`config.mk`:
```
export PLATFORM = sky130hd
export DESIGN_NAME = pwr_dom_seq26
export DESIGN_NICKNAME = d
export VERILOG_FILES = /design/src/rtl/pwr_dom_seq26.sv
export SDC_FILE = /design/constraint.sdc
export NUM_CORES = 1
export LEC_CHECK = 0
export BUFFER_PORTS_ARGS = -buffer_cell sky130_fd_sc_hd__buf_2
export CAP_MARGIN = 20
export CORE_ASPECT_RATIO = 1.1
export CORE_MARGIN = 1.5
export CORE_UTILIZATION = 42
export DETAILED_ROUTE_END_ITERATION = 16
export GPL_TIMING_DRIVEN = 0
export PLACE_DENSITY = 0.74
export SYNTH_ARGS = -nofsm -noshare
export SYNTH_HDL_FRONTEND = slang
export SYNTH_SLANG_ARGS = --single-unit
```
`constraint.sdc`:
```
create_clock -name pclk26 -period 3.75 [get_ports pclk26]
set_input_delay 0 -clock pclk26 [delete_from_list [all_inputs] [get_ports pclk26]]
set_output_delay 0 -clock pclk26 [all_outputs]
set_load 0.05 [all_outputs]
```
`src/rtl/pwr_dom_seq26.sv`:
```
// Power-domain sequencer: one shared FSM walks one domain at a time through
// shutdown (clock gate, isolate, save, power off) or wake-up (power on, restore, release).
module pwr_dom_seq26 #(
  parameter int NDOM = 4,
  parameter int CNTW = 6
) (
  input  logic            pclk26,
  input  logic            nprst26,
  input  logic [NDOM-1:0] L1_req,
  input  logic [CNTW-1:0] stab_cnt,
  output logic [NDOM-1:0] gate_clk,
  output logic [NDOM-1:0] isolate,
  output logic [NDOM-1:0] rstn_non_srpg,
  output logic [NDOM-1:0] save_edge,
  output logic [NDOM-1:0] restore_edge,
  output logic [NDOM-1:0] pwr1_on,
  output logic [NDOM-1:0] pwr2_on,
  output logic [NDOM-1:0] set_status,
  output logic [NDOM-1:0] clr_status,
  output logic            busy,
  output logic [2:0]      cur_dom,
  output logic [3:0]      dbg_state
);

  typedef enum logic [3:0] {
    IDLE, CLK_OFF, WAIT1, ISOLATE, SAVE, PRE_OFF, PWR_OFF, PWR_ON1,
    PWR_ON2, RESTORE, WAIT2, DE_ISO, CLK_ON, WAIT3, RST_CLR
  } state_t;

  state_t          state, state_nxt;
  logic [NDOM-1:0] off;
  logic [2:0]      last_srv;
  logic [CNTW-1:0] cnt;
  logic [7:0]      pend8, off8;
  logic [3:0]      idx;
  logic [2:0]      sel;
  logic            found;
  logic [NDOM-1:0] rstn_d;

  assign dbg_state = state;
  assign busy      = (state != IDLE);

  // A domain is pending whenever its committed state disagrees with its request.
  always_comb begin
    pend8 = '0;
    off8  = '0;
    pend8[NDOM-1:0] = off ^ L1_req;
    off8[NDOM-1:0]  = off;
    found = 1'b0;
    sel   = '0;
    idx   = '0;
    // Descending scan so the smallest round-robin offset wins.
    for (int k = NDOM - 1; k >= 0; k--) begin
      idx = {1'b0, last_srv} + 4'd1 + 4'(k);
      if (idx >= 4'(NDOM)) idx = idx - 4'(NDOM);
      if (pend8[idx[2:0]]) begin
        found = 1'b1;
        sel   = idx[2:0];
      end
    end
  end

  always_comb begin
    state_nxt = state;
    case (state)
      IDLE:    if (found) state_nxt = off8[sel] ? PWR_ON1 : CLK_OFF;
      CLK_OFF: state_nxt = WAIT1;
      WAIT1:   state_nxt = ISOLATE;
      ISOLATE: state_nxt = SAVE;
      SAVE:    state_nxt = PRE_OFF;
      PRE_OFF: state_nxt = PWR_OFF;
      PWR_OFF: state_nxt = IDLE;
      PWR_ON1: state_nxt = PWR_ON2;
      PWR_ON2: if (cnt == '0) state_nxt = RESTORE;
      RESTORE: state_nxt = WAIT2;
      WAIT2:   state_nxt = DE_ISO;
      DE_ISO:  state_nxt = CLK_ON;
      CLK_ON:  state_nxt = WAIT3;
      WAIT3:   state_nxt = RST_CLR;
      RST_CLR: state_nxt = IDLE;
      default: state_nxt = IDLE;
    endcase
  end

  always_ff @(posedge pclk26 or negedge nprst26) begin
    if (!nprst26) begin
      state    <= IDLE;
      off      <= '0;
      cur_dom  <= '0;
      last_srv <= 3'(NDOM - 1);
      cnt      <= '0;
    end else begin
      state <= state_nxt;
      if (state == IDLE && found) begin
        cur_dom  <= sel;
        last_srv <= sel;
        if (off8[sel]) cnt <= stab_cnt;
      end
      if (state == PWR_ON2 && cnt != '0) cnt <= cnt - 1'b1;
      for (int i = 0; i < NDOM; i++) begin
        if (cur_dom == 3'(i) && state == PWR_OFF) off[i] <= 1'b1;
        if (cur_dom == 3'(i) && state == RST_CLR) off[i] <= 1'b0;
      end
    end
  end

  // Idle domains mirror their off flag; the active domain follows the state table.
  always_comb begin
    gate_clk     = '0;
    isolate      = '0;
    rstn_d       = '1;
    save_edge    = '0;
    restore_edge = '0;
    pwr1_on      = '1;
    pwr2_on      = '1;
    set_status   = '0;
    clr_status   = '0;
    for (int i = 0; i < NDOM; i++) begin
      gate_clk[i] = off[i];
      isolate[i]  = off[i];
      rstn_d[i]   = ~off[i];
      pwr1_on[i]  = ~off[i];
      pwr2_on[i]  = ~off[i];
      if (busy && cur_dom == 3'(i)) begin
        case (state)
          CLK_OFF: begin gate_clk[i] = 1'b1; isolate[i] = 1'b0; rstn_d[i] = 1'b1;
                         pwr1_on[i] = 1'b1; pwr2_on[i] = 1'b1; set_status[i] = 1'b1; end
          WAIT1:   begin gate_clk[i] = 1'b1; isolate[i] = 1'b0; rstn_d[i] = 1'b1;
                         pwr1_on[i] = 1'b1; pwr2_on[i] = 1'b1; end
          ISOLATE, PRE_OFF:
                   begin gate_clk[i] = 1'b1; isolate[i] = 1'b1; rstn_d[i] = 1'b1;
                         pwr1_on[i] = 1'b1; pwr2_on[i] = 1'b1; end
          SAVE:    begin gate_clk[i] = 1'b1; isolate[i] = 1'b1; rstn_d[i] = 1'b1;
                         pwr1_on[i] = 1'b1; pwr2_on[i] = 1'b1; save_edge[i] = 1'b1; end
          PWR_OFF: begin gate_clk[i] = 1'b1; isolate[i] = 1'b1; rstn_d[i] = 1'b0;
                         pwr1_on[i] = 1'b0; pwr2_on[i] = 1'b0; end
          PWR_ON1: begin gate_clk[i] = 1'b1; isolate[i] = 1'b1; rstn_d[i] = 1'b0;
                         pwr1_on[i] = 1'b1; pwr2_on[i] = 1'b0; end
          PWR_ON2, WAIT2:
                   begin gate_clk[i] = 1'b1; isolate[i] = 1'b1; rstn_d[i] = 1'b0;
                         pwr1_on[i] = 1'b1; pwr2_on[i] = 1'b1; end
          RESTORE: begin gate_clk[i] = 1'b1; isolate[i] = 1'b1; rstn_d[i] = 1'b0;
                         pwr1_on[i] = 1'b1; pwr2_on[i] = 1'b1; restore_edge[i] = 1'b1; end
          DE_ISO:  begin gate_clk[i] = 1'b1; isolate[i] = 1'b0; rstn_d[i] = 1'b0;
                         pwr1_on[i] = 1'b1; pwr2_on[i] = 1'b1; end
          CLK_ON, WAIT3:
                   begin gate_clk[i] = 1'b0; isolate[i] = 1'b0; rstn_d[i] = 1'b0;
                         pwr1_on[i] = 1'b1; pwr2_on[i] = 1'b1; end
          RST_CLR: begin gate_clk[i] = 1'b0; isolate[i] = 1'b0; rstn_d[i] = 1'b1;
                         pwr1_on[i] = 1'b1; pwr2_on[i] = 1'b1; clr_status[i] = 1'b1; end
          default: ;
        endcase
      end
    end
  end

  assign rstn_non_srpg = rstn_d & {NDOM{nprst26}};

endmodule

```
==> summary.md, run 1 <==
| Metric | Value |
|---|---|
| Total wire length | `6.839 mm` |
| Yosys warns | `0` |
| Post-synth EDFFs | `0` |
| Hold crit path type | `in -> reg` |
| Synth area leader | `dfrtp_1` |
| Post-Synth Adder-Cell Area | `3.855%` |
| CTS max path bufs | `2` |
| Floorplan Core Area | `0.005101 mm2` |
| Worst-path fanout max | `6` |
| Chip width | `73.13 um` |
| Boundary Pins | `56` |
| Synth cell count leaders | `nor2_1 (52), a21oi_1 (27), nand2_1 (23), o21ai_0 (23), dfrtp_1 (17)` |
| Number of H-tree levels | `1` |
| Fin crit share | `98.74%` |
| Mapped cell area | `0.002272 mm2` |
| Final worst slack | `0.04735 ns` |
| Most numerous cell in the Yosys netlist | `nor2_1` |
| # port buffers | `55` |
| Largest net degree at the start of global routing | `24` |
| CP Capture Type | `register` |
| First-pass GRT wire length | `10.82 mm` |
| Max_slew headroom | `58.27%` |
| Antenna Cells | `0` |
| Post-layout min period | `3.703 ns` |
| Final HPWL DP | `4.826 mm` |
| Hold_ws | `0.02442 ns` |
| Clk_skew | `0.007979 ns` |
| Setup CP Type | `reg -> reg` |
| Final Max Slew Viols | `0` |
| Initial Util | `44.54%` |
| Remaining DRCs | `0` |
| # setup viols final | `0` |
| Die Area | `0.005861 mm2` |
| Synthesized flop and latch total | `19` |
| Average via count per standard cell | `5.818` |
| Final std cells w/o fill | `446` |
| Post-synth net total | `321` |
| Initial DRC count | `181` |
| Placed Cells | `429` |
| Reg clk slew, reported paths | `0.07 ns` |
| Status | `finished, final reports clean` |
| Synth cell types | `62` |
| Via count | `2595` |
| Final Hold Viols | `0` |
| Post-synthesis sequential area ratio | `21.04%` |
| Yosys top cell area share | `18.72%` |
| Largest cells by area after synthesis | `dfrtp_1 (19%), nor2_1 (8.6%), a21oi_1 (5.9%)` |
| Number of global-route vias before repair | `2393` |
| Critical Path AT | `3.84 ns` |
| Synthesized instance count | `302` |
| Wirelength per Cell | `15.33 um` |
| Mux contribution to synthesized area | `2.258%` |
| Root buffer cell | `clkbuf_8` |
| Total of max-cap violations | `0` |
| Initial antenna violation count | `0` |
| Clock sink count | `19` |
| Largest family of logic cells by synthesized area | `compound AO/OA/AOI/OAI gates` |
| Routed Antenna Nets | `0` |
| Grt ovf | `0` |
| Synth Area in Simple Gates | `28.85%` |
| Area growth, synth to finish | `29.13%` |
| Die H | `80.14 um` |
| Worst skew pair latency | `0.26 ns` |
| Req. time, crit path | `3.89 ns` |
| CTS tree | `yes` |
| Nets | `394` |
| Gpl congestion | `0.9239` |
| Async set-reset flop share out of synthesis | `100.0%` |
| Share of layout cells above drive strength 1 | `31.02%` |
| Xor and xnor area share after synthesis | `7.214%` |
| Compound-Gate Fraction of Synth Area | `29.68%` |
| CP startpoint kind | `register` |
| Synthesized area per cell | `7.524 um2` |
| Worst slew pin tran | `0.6208 ns` |
| Number of buffers created by CTS | `3` |
| Max Clk Rate | `270.1 MHz` |
| DR pass1 iterations | `5` |
| Most used flip-flop cell after synthesis | `dfrtp_1` |
| DP Worst Slack | `-0.3159 ns` |
| Tot GR Track Use | `22.97%` |
| Std cell rows | `27` |
-- critical path, cell delays in order (launching register included) --
cell and delay (ns):
dfstp_2 0.59, buf_6 0.14, clkinvlp_4 0.11, ha_4 0.32
inv_2 0.06, ha_4 0.17, nand2_1 0.11, mux2i_2 0.13
or4_4 0.56, buf_6 0.15, a21oi_4 0.15, a31oi_2 0.12
a211o_2 0.39, and2_4 0.16, buf_6 0.12, a311o_1 0.30
-- layout by cell type (no fill, tap or decap), types with 4 or more instances in the layout --
cell	Yosys	routed
nor3_1	10	9
buf_6	4	6
ha_1	7	4
a21oi_1	27	26
nand3_1	7	7
o221ai_1	5	5
o221a_1	4	4
and3_1	5	5
a31oi_1	6	5
o211a_1	4	4
inv_1	9	7
buf_4	3	13
dfrtp_1	17	17
o22ai_1	5	5
nor2_1	52	52
nand2_1	23	23
o21ai_0	23	22
nand2b_1	5	5
clkbuf_1	12	12
buf_2	3	57
o21ai_1	3	4
-- sequential cells by signal, summed over array words and instances (netlist names) --
signal / cells
cnt: 6
cur_dom: 3
dbg_state: 4
last_srv: 2
off: 4
-- cell type report --
type	count	area, um2
fillers	478	2167
multi-input cells	252	1757
flip-flops and latches	19	478.0
repair buffers	68	387.9
plain buffers	22	137.6
well taps	72	90.09
clock buffers	3	41.29
inverters	9	37.54
clock inverters	1	5.005
-- cells by family after synthesis --
logic type,Yosys count
AO/OA/AOI/OAI,98
multiplexers,5
buffers and inverters,31
XOR/XNOR,12
adder cells (fa/ha/maj),7
flip-flops,19
AND/OR/NAND/NOR,130
-- timing repair --
item / CTS / global route
endpoints found under the hold margin: 17 / 0
gates resized for setup: 10 / 15
hold buffers: 1 / 0
pin swaps: 2 / 5
endpoints found under the setup margin: 7 / 8
setup buffers: 2 / 10
-- metal layers --
metal	GRT usage (%)	routed length, um	share of wire (%)
met1	28.08	2848	42
met2	39.91	3380	49
met3	2.760	417	6.1
met4	10.00	193	2.8
met5	0	0	0
-- through the flow --
stage	TNS, ns	instance area [um2]	utilization, %
after global placement	-1.237	2638	51.70
after detailed placement	-1.429	2638	51.70
after CTS	0	2764	54.18
after global routing	-0.06405	2934	57.52
after floorplan	0	2272	-
final	0	2934	57.52
-- worst paths after layout --
check / start / to / slack, ns / cells past startpoint
setup / recovery: last_srv[0] / cnt[0] / 0.05 / 15
hold / removal: stab_cnt[5] / cnt[5] / 0.02 / 2
setup reg to reg: last_srv[0] / cnt[0] / 0.05 / 15
hold reg to reg: cnt[1] / cnt[1] / 0.58 / 2
max in group asynchronous: nprst26 / last_srv[0] / 3.15 / 2
min in group asynchronous: nprst26 / cur_dom[0] / 0.24 / 2
Power of run 1 is not shown: default switching activity piles up to over one toggle a cycle in this logic, so the estimate is an artifact.
==> run 2: changes to the inputs <==
==> config.mk (replaced) <==
export PLATFORM = sky130hd
export DESIGN_NAME = pwr_dom_seq26
export DESIGN_NICKNAME = d
export VERILOG_FILES = /design/src/rtl/pwr_dom_seq26.sv
export SDC_FILE = /design/constraint.sdc
export NUM_CORES = 1
export LEC_CHECK = 0
export ABC_AREA = 1
export CAP_MARGIN = 20
export CORE_ASPECT_RATIO = 1.1
export CORE_MARGIN = 1.5
export CORE_UTILIZATION = 42
export DETAILED_ROUTE_END_ITERATION = 16
export DONT_BUFFER_PORTS = 1
export GPL_TIMING_DRIVEN = 0
export PLACE_DENSITY = 0.65
export SYNTH_ARGS = -nofsm -noshare
export SYNTH_HDL_FRONTEND = slang
export SYNTH_SLANG_ARGS = --single-unit
==> run 2 against run 1 <==
Compared with the run above: utilization down 8.4 points; register-to-register slack better by 0.44 ns; non-clock buffer count down 64; die area decreased by 12%; fmax up 12%; first-iteration DRC count shrank 46%; final area is 23% lower; clock-buffer cell count is the same; critical path type is now reg -> out; critical endpoint is now pwr1_on[0]; largest cell class unchanged.
==> summary.md, run 2 <==
| Metric | Value |
|---|---|
| Status | `finished, final reports clean` |
| Chip width | `68.58 um (-6.2%)` |
| Req. time, crit path | `3.75 ns (-0.14 ns)` |
| Final HPWL DP | `4.455 mm (-7.7%)` |
| Fin crit share | `87.87% (-11 points)` |
| Final Hold Viols | `0 (unchanged)` |
| Initial antenna violation count | `0 (unchanged)` |
| R2r startpoint | `dbg_state[3]` |
| Synth cell types | `28 (-55%)` |
| CP startpoint kind | `register` |
| Slowest cell delay on critical path | `0.85 ns (+0.26 ns)` |
| WHS Endpoint | `cnt[0]` |
| Most used cell, CP | `nand2_1` |
| Number of global-route vias before repair | `1995 (-17%)` |
| CTS max path bufs | `2 (unchanged)` |
| RSZ-0062 raised after global routing | `false` |
| Beginning of the worst hold path | `stab_cnt[0]` |
| Cells on worst reg2reg path | `6 (-9)` |
| Average via count per standard cell | `5.407 (-7.1%)` |
| Number of H-tree levels | `1 (unchanged)` |
| Fillers | `498 (+4.2%)` |
| Routed Antenna Nets | `0 (unchanged)` |
| First-pass GRT wire length | `9.177 mm (-15%)` |
| Async set-reset flop share out of synthesis | `100.0% (unchanged)` |
| Critical path's slowest cell | `o21ai_1` |
| Die Area | `0.005153 mm2 (-12%)` |
| Crit path buffers/inverters | `1 (-4)` |
| Yosys warns | `0 (unchanged)` |
| Mapped cell area | `0.001987 mm2 (-13%)` |
| Area growth, synth to finish | `13.48%` |
| Via count | `2233 (-14%)` |
| Nets | `377 (-4.3%)` |
| Tot GR Track Use | `23.29% (+0.31 points)` |
| # port buffers | `0 (-100%)` |
| Most frequent cells in the layout | `nand2_1 (114), nand3_1 (48), inv_1 (40)` |
| Max_slew headroom | `33.02% (-25 points)` |
| Die H | `75.14 um (-6.2%)` |
| CTS resizes | `0 (-10)` |
| Hold crit path type | `in -> reg` |
| CP Capture Type | `primary output` |
| Yosys top cell area share | `21.54% (+2.8 points)` |
| Wirelength per Cell | `13.66 um (-11%)` |
| Max Clk Rate | `303.5 MHz (+12%)` |
| Largest cells by area after synthesis | `nand2_1 (22%), dfrtp_1 (21%), nand3_1 (12%)` |
| Clk_skew | `0.001856 ns (-0.006123 ns)` |
| Floorplan Core Area | `0.004587 mm2 (-10%)` |
| Grt ovf | `0 (unchanged)` |
| DR pass1 iterations | `4 (-1)` |
| Max reg flops | `6 (unchanged)` |
| Total wire length | `5.641 mm (-18%)` |
| Post-layout min period | `3.295 ns (-0.4077 ns)` |
| # setup viols final | `0 (unchanged)` |
| Synthesized instance count | `335 (+11%)` |
| Synth cell count leaders | `nand2_1 (114), nand3_1 (48), inv_1 (40)` |
| Biggest register | `cnt` |
| Reg clk slew, reported paths | `0.07 ns (about the same)` |
| Gpl congestion | `0.8579 (-7.1%)` |
| Worst skew pair latency | `0.25 ns (about the same)` |
| Buffer count from post-CTS setup fixing | `0 (-2)` |
| Most used flip-flop cell after synthesis | `dfrtp_1` |
| Post-synthesis sequential area ratio | `24.06% (+3.0 points)` |
| Clock sink count | `19 (unchanged)` |
| Std cell rows | `26 (-3.7%)` |
| Post-synth net total | `354 (+10%)` |
| Synth area leader | `nand2_1` |
| Critical Path AT | `3.29 ns (-0.55 ns)` |
| Boundary Pins | `56 (unchanged)` |
| Total of max-cap violations | `0 (unchanged)` |
| Hold Path Depth | `4 (+2)` |
| Flop2flop setup slack | `0.49 ns (+0.44 ns)` |
| Worst-path cell chain | `clkbuf_1 -> nor2_1 -> nand2_1 -> nand2_1 -> o21ai_1` |
| Antenna Cells | `0 (unchanged)` |
| Worst-path fanout max | `10 (+4)` |
| Initial DRC count | `97 (-46%)` |
| Most numerous cell in the Yosys netlist | `nand2_1` |
| Root buffer cell | `clkbuf_8` |
| Worst slew pin tran | `1.001 ns (+0.3803 ns)` |
| Post-synth EDFFs | `0 (unchanged)` |
| Largest net degree at the start of global routing | `20 (-17%)` |
| Synthesized area per cell | `5.931 um2 (-21%)` |
| Synthesized flop and latch total | `19 (unchanged)` |
| Setup_tns | `0 ns (unchanged)` |
| Setup CP Type | `reg -> out` |
| Commonest non-fill, non-tap cell in the layout | `nand2_1` |
| Initial Util | `43.32% (-1.2 points)` |
| Crit-path leading delay family | `simple AND/OR/NAND/NOR gates` |
| Number of buffers created by CTS | `3 (unchanged)` |
| Remaining DRCs | `0 (unchanged)` |
| Worst r2r dst | `off[0]` |
| Share of layout cells above drive strength 1 | `10.64% (-20 points)` |
| Final Max Slew Viols | `0 (unchanged)` |
| CTS tree | `yes` |
[run 2: cell count changes after synthesis, moves of 6 or more]
| cell | previous run | this run |
|---|---|---|
| nand3_1 | 7 | 48 |
| clkbuf_1 | 12 | 2 |
| a21oi_1 | 27 | 9 |
| nand2_1 | 23 | 114 |
| nor2_1 | 52 | 28 |
| a31oi_1 | 6 | 0 |
| inv_1 | 9 | 40 |
[run 2: how the worst max path moves through the flow]
stage	from	end	slack, ns	depth (start not counted)
global placement	dbg_state[3]	rstn_non_srpg[0]	0.07	7
floorplan	dbg_state[3]	rstn_non_srpg[0]	0.54	7
global route	dbg_state[1]	isolate[0]	0.33	5
detailed placement	dbg_state[3]	off[0]	0.55	6
finish	dbg_state[3]	pwr1_on[0]	0.46	5
CTS	dbg_state[3]	pwr2_on[2]	0.50	7
[run 2: worst min-delay path: cells and delay by family]
| kind | cells | cell delay, ns |
|---|---|---|
| AO/OA/AOI/OAI | 1 | 0.06 |
| AND/OR/NAND/NOR | 3 | 0.17 |
[run 2: what timing repair did]
item	4_1_cts	5_1_grt
endpoints found under the setup margin	0	0
hold buffers	4	0
endpoints found under the hold margin	22	0
[run 2: area by class of cell]
| type | instances | area (um2) | area share, % |
|---|---|---|---|
| Buffer | 8 | 60.06 | 2.664 |
| Clock buffer | 3 | 41.29 | 1.831 |
| Clock inverter | 1 | 5.005 | 0.2220 |
| Inverter | 42 | 157.7 | 6.992 |
| Multi-Input combinational cell | 266 | 1297 | 57.55 |
| Sequential cell | 19 | 478.0 | 21.20 |
| Tap cell | 56 | 70.07 | 3.108 |
| Timing Repair Buffer | 18 | 145.1 | 6.437 |
[run 2: cell families (layout without fill, tap and decap cells)]
logic type | Yosys count | count (layout) | share of synthesized area, %
AO/OA/AOI/OAI | 44 | 44 | 12.15
XOR/XNOR | 6 | 6 | 2.645
adder cells (fa/ha/maj) | 7 | 7 | 4.408
buffers and inverters | 50 | 72 | 10.96
flip-flops | 19 | 19 | 24.06
multiplexers | 1 | 1 | 0.5667
AND/OR/NAND/NOR | 208 | 208 | 45.21
[run 2: layer usage]
metal,global-route usage [%],part of all wire [%],wire length (um)
met5,0,0,0
met4,5.333,0.64,36
met3,2.840,5.1,285
met2,41.67,50,2831
met1,29.61,44,2488
[run 2: through the flow]
stage / instance area (um2) / setup WS, ns / utilization (%) / cells / hold slack, ns
final: 2255 / 0.4550 / 49.15 / 413 / 0.008046
after global routing: 2255 / 0.3343 / 49.15 / 413 / 0.05383
after CTS: 2255 / 0.4972 / 49.15 / 413 / 0.0003338
after detailed placement: 2168 / 0.5475 / 47.27 / 405 / -0.2951
after global placement: 2057 / 0.06742 / 44.84 / 391 / -0.2950
after floorplan: 1987 / 0.5353 / - / 335 / -0.2956
Power of run 2 is left out for the same reason.
